File: config.mk
export PLATFORM = sky130hd
export DESIGN_NAME = ctrl_sequencer
export DESIGN_NICKNAME = d
export VERILOG_FILES = /design/src/rtl/cpu_pkg.sv /design/src/rtl/ctrl_state_reg.sv /design/src/rtl/ctrl_sequencer.sv
export SDC_FILE = /design/constraint.sdc
export NUM_CORES = 1
export LEC_CHECK = 0
export BUFFER_PORTS_ARGS = -buffer_cell sky130_fd_sc_hd__buf_2
export CORE_AREA = 2 2 115 117
export DETAILED_ROUTE_END_ITERATION = 8
export DIE_AREA = 0 0 117 119
export PLACE_DENSITY = 0.72
export SLEW_MARGIN = 20
export SYNTH_ARGS = -nofsm -noshare
export SYNTH_HDL_FRONTEND = slang
export SYNTH_SLANG_ARGS = --single-unit
File: constraint.sdc
create_clock -name clock -period 2.4 [get_ports clock]
set_input_delay 0.6 -clock clock [delete_from_list [all_inputs] [get_ports clock]]
set_output_delay 0.6 -clock clock [all_outputs]
set_load 0.005 [all_outputs]
File: src/rtl/cpu_pkg.sv
// Shared control-unit definitions: micro-state encodings, controlword field indices and fetch defaults.
package cpu_pkg;

    localparam int unsigned DATA_W = 32;
    localparam int unsigned CW_W   = 31;
    localparam int unsigned K_W    = 64;
    localparam int unsigned ST_W   = 2;

    typedef enum logic [ST_W-1:0] {
        ST_FETCH = 2'b00,
        ST_EX0   = 2'b01,
        ST_EX1   = 2'b10,
        ST_EX2   = 2'b11
    } state_e;

    // Controlword bit positions shared with the per-format decoders
    localparam int unsigned CW_PSEL_HI = 30;
    localparam int unsigned CW_PSEL_LO = 29;
    localparam int unsigned CW_REGW    = 8;
    localparam int unsigned CW_ENMEM   = 6;
    localparam int unsigned CW_ENPC    = 3;

    // Psel=01 (PC+4), EN_MEM=1, EN_PC=1
    localparam logic [CW_W-1:0]   FETCH_CW  = 31'h2000_0048;
    localparam logic [DATA_W-1:0] HALT_WORD = 32'h0000_0000;

endpackage

File: src/rtl/ctrl_state_reg.sv
// Micro-state and halt flag register; holds unless advanced or sent to halt.
module ctrl_state_reg
    import cpu_pkg::*;
(
    input  logic   clock,
    input  logic   reset,
    input  logic   adv_en,
    input  state_e nxt_state,
    input  logic   halt_req,
    output state_e state,
    output logic   halted
);

    state_e state_q, state_d;
    logic   halted_q, halted_d;

    always_comb begin
        state_d  = state_q;
        halted_d = halted_q;
        if (halt_req) begin
            halted_d = 1'b1;
            state_d  = ST_FETCH;
        end else if (adv_en) begin
            state_d = nxt_state;
        end
    end

    always_ff @(posedge clock) begin
        if (reset) begin
            state_q  <= ST_FETCH;
            halted_q <= 1'b0;
        end else begin
            state_q  <= state_d;
            halted_q <= halted_d;
        end
    end

    assign state  = state_q;
    assign halted = halted_q;

endmodule

File: src/rtl/ctrl_sequencer.sv
// Control-unit front end: owns IR and micro-state, issues fetch controlword, forwards decoder output.
module ctrl_sequencer
    import cpu_pkg::*;
(
    input  logic              clock,
    input  logic              reset,
    input  logic [DATA_W-1:0] mem_data,
    input  logic              mem_ready,
    input  logic [CW_W-1:0]   dec_controlword,
    input  logic [ST_W-1:0]   dec_nextState,
    input  logic [K_W-1:0]    dec_K,
    output logic [DATA_W-1:0] instruction,
    output logic [ST_W-1:0]   state,
    output logic [CW_W-1:0]   controlword,
    output logic [K_W-1:0]    K,
    output logic              halted,
    output logic [DATA_W-1:0] retired
);

    logic [DATA_W-1:0] ir_q, ir_d;
    logic [DATA_W-1:0] retired_q, retired_d;
    state_e            cur_state;
    state_e            nxt_state;
    state_e            dec_ns;
    logic              cur_halted;
    logic              adv_en;
    logic              halt_req;
    logic [CW_W-1:0]   cw_c;
    logic [K_W-1:0]    k_c;

    assign dec_ns = state_e'(dec_nextState);

    ctrl_state_reg u_state_reg (
        .clock     (clock),
        .reset     (reset),
        .adv_en    (adv_en),
        .nxt_state (nxt_state),
        .halt_req  (halt_req),
        .state     (cur_state),
        .halted    (cur_halted)
    );

    // Next-state, IR/retire update and controlword mux
    always_comb begin
        ir_d      = ir_q;
        retired_d = retired_q;
        adv_en    = 1'b0;
        halt_req  = 1'b0;
        nxt_state = cur_state;
        cw_c      = '0;
        k_c       = '0;
        if (cur_halted) begin
            cw_c = '0;
        end else if (cur_state == ST_FETCH) begin
            cw_c = FETCH_CW;
            if (mem_ready) begin
                ir_d      = mem_data;
                adv_en    = 1'b1;
                nxt_state = ST_EX0;
            end else begin
                cw_c[CW_ENPC]               = 1'b0;
                cw_c[CW_PSEL_HI:CW_PSEL_LO] = 2'b00;
            end
        end else if (cur_state == ST_EX0 && ir_q == HALT_WORD) begin
            // Halt word is caught before any decoder output reaches the datapath
            halt_req = 1'b1;
        end else begin
            cw_c = dec_controlword;
            k_c  = dec_K;
            if (dec_controlword[CW_ENMEM] && !mem_ready) begin
                // ramW stays up so a pending store can complete
                cw_c[CW_REGW] = 1'b0;
                cw_c[CW_ENPC] = 1'b0;
            end else begin
                adv_en    = 1'b1;
                nxt_state = dec_ns;
                if (dec_ns == ST_FETCH) begin
                    retired_d = retired_q + 32'd1;
                end
            end
        end
    end

    always_ff @(posedge clock) begin
        if (reset) begin
            ir_q      <= '0;
            retired_q <= '0;
        end else begin
            ir_q      <= ir_d;
            retired_q <= retired_d;
        end
    end

    assign instruction = ir_q;
    assign state       = ST_W'(cur_state);
    assign controlword = cw_c;
    assign K           = k_c;
    assign halted      = cur_halted;
    assign retired     = retired_q;

endmodule

==> results_dict.tcl <==
set metrics [dict create \
    ys_warn_count 0 \
    setup_violations 95 \
    critPathRequiredTime_ps 1800 \
    final_area_um2 6369 \
    hold_path_class "flop to flop" \
    place_hpwl_um 14910 \
    final_cell_mix "273 x buf_2, 82 x nand2_1, 70 x and2_1, 64 x dfxtp_1, 61 x a21oi_1" \
    synth_area_leaders "dfxtp_1 36%, and2_1 15%, a21oi_1 8.5%" \
    worst_slew_pin_slew_ps 587.8 \
    arrival_ps 2070 \
    drive_gt1_frac 0.4963 \
    synth_fp_nets 616 \
    gr-total-overflow 0 \
    avgSynthCellArea_um2 7.704 \
    drt_wl_total_um 18540 \
    cp_top_family "simple AND/OR/NAND/NOR gates" \
    pre_cts_slack_ps -130.3 \
    cts_buffer_depth 2 \
    fin_ws_ps -270.4 \
    fin_skew_ps 6.158 \
    dieWidth_um 117 \
    cpMaxStageDelayCell "dfxtp_2" \
    drtIter0Drc 385 \
    period_needed_ps 2670 \
    rows 42 \
    vias 4903 \
    antenna_left 0 \
    synth_edf_count 0 \
    ys.flop_type "dfxtp_1" \
    routabilityCongestion 0.9015 \
    slew_violations 0 \
    syn-instance-count 483 \
    initial_utilization 0.2890 \
    power.total_mw 3.534 \
    violations "setup timing" \
    antenna_found_initial 10 \
    max_slew_margin 0.6073 \
    ios 294 \
    first_pass_iters 6 \
    synth_seq_cells 67 \
    final_nets 940 \
    core_area_um2 12870 \
    rsz0062_at_grt "true" \
    crit_chain "nor4_4 > nand4_1 > o31ai_4 > nor2_4 > buf_12 > and2_1 > buf_2" \
    avgRoutedWirePerCell_um 18.57 \
    yosysTopAreaCellShare 0.3605 \
    end_kind "output pin" \
    fmax_mhz 374.5 \
    slowest_delay_ps 330 \
    cap_violations 0 \
    grt_usage 0.2551 \
    grt_pass1_wl_um 26100 \
    cts_root_buffer "clkbuf_16" \
    final_common_cell "buf_2" \
    status "finished with violations" \
    finalCritPeriodShare 1.113 \
    die_h_um 119 \
    hold_viol_final 0 \
    grt_pass1_vias 4302 \
    die_area_um2 13920 \
    routed_via_density 4.913 \
    synthDistinctLibCells 41 \
    yosys.area.top_type "dfxtp_1" \
    htree_levels 3 \
    drc 0 \
    grt_max_degree 46 \
    netlist_area_um2 3721 \
    leakagePower_nw 3.067 \
    crit_fanout 45 \
    cts_buffers 9 \
    clk_pin_slew_ps 60 \
    async_reset_ff_frac 0 \
    start_kind "flop" \
    placed_area_um2 5584 \
    max-vdd-ir-drop_mv 0.2788 \
    area_delta_synth_final_pct 71.15 \
    clock_sinks 67 \
    crit_type "flop to output pin" \
    powerDensity_nw_per_um2 554.9 \
    whs_ps 473.0 \
    io_buffers 293 \
    finalSetupTns_ps -23970 \
    clock_latency_ps 330 \
    yosysSeqAreaShare 0.3605 \
    cts_tree "yes" \
    critPathBufInv 2 \
]
[through the flow]
stage	util	instances
CTS	0.4832	980
global route	0.4939	994
detailed placement	0.4337	958
finish	0.4947	998
floorplan	-	483
global placement	0.4337	958
[state kept, by name, indices dropped and copies added, names as in the netlist]
name and cells:
instruction 32, retired 32, u_state_reg.state 2, u_state_reg.halted 1
[layout make-up]
class	count	area, µm²
multi-input cells	379	2333
inverters	6	22.52
fillers	1281	6506
diodes	10	25.02
repair buffers	344	2093
clock buffers	12	256.5
well taps	176	220.2
clock inverters	4	72.57
flip-flops and latches	67	1345
[worst register-to-register path, stage by stage (launching register included)]
cell and delay, ps:
dfxtp_2 330, nor4_4 290, nand4_1 220, buf_4 200, buf_4 130, o31ai_2 300
buf_12 200, nor2_1 60, mux2_1 300
[cell usage after synthesis (all sizes together), types with 10 or more instances]
| cell | count |
|---|---|
| nor4 | 10 |
| a21oi | 63 |
| o31ai | 21 |
| clkbuf | 17 |
| nand2 | 82 |
| and2 | 91 |
| nor2 | 13 |
| nand3 | 17 |
| dfxtp | 67 |
| or4 | 18 |
| buf | 14 |
| or3 | 10 |
[power by group]
part / leakage (nW) / switching, mW / internal (mW) / total (mW)
logic: 2.36 / 0.421 / 0.476 / 0.896
registers: 0.546 / 0.0341 / 1.16 / 1.19
clock network: 0.159 / 0.483 / 0.964 / 1.45
total: 3.07 / 0.938 / 2.60 / 3.53
[logic make-up after synthesis]
kind of cell,after synthesis,synth area share
adder cells (fa/ha/maj),1,0.003362
AO/OA/AOI/OAI,99,0.1594
AND/OR/NAND/NOR,275,0.4200
buffers and inverters,37,0.04539
multiplexers,3,0.009078
XOR/XNOR,1,0.002354
flip-flops,67,0.3605
[timing repair]
item / 4_1_cts / 5_1_grt
hold buffers: 0 / 0
gates cloned: 2 / 1
setup buffers: 4 / 7
pin swaps: 10 / 4
gates resized for setup: 54 / 16
setup endpoints to repair: 95 / 95
[metal layers]
metal	share of wire	track usage
met4	0.013	0.08603
met2	0.45	0.3681
met1	0.42	0.3429
met5	0.0011	0
met3	0.11	0.1038
[path summary, 6_finish.rpt]
path | startpoint | slack (ps) | depth (start not counted) | end
setup / recovery | instruction[29] | -270 | 7 | K[19]
hold / removal | instruction[31] | 470 | 2 | instruction[31]
hold reg to reg | instruction[31] | 470 | 2 | instruction[31]
setup reg to reg | instruction[29] | 250 | 8 | retired[2]
(Power assumes the default switching activity.)
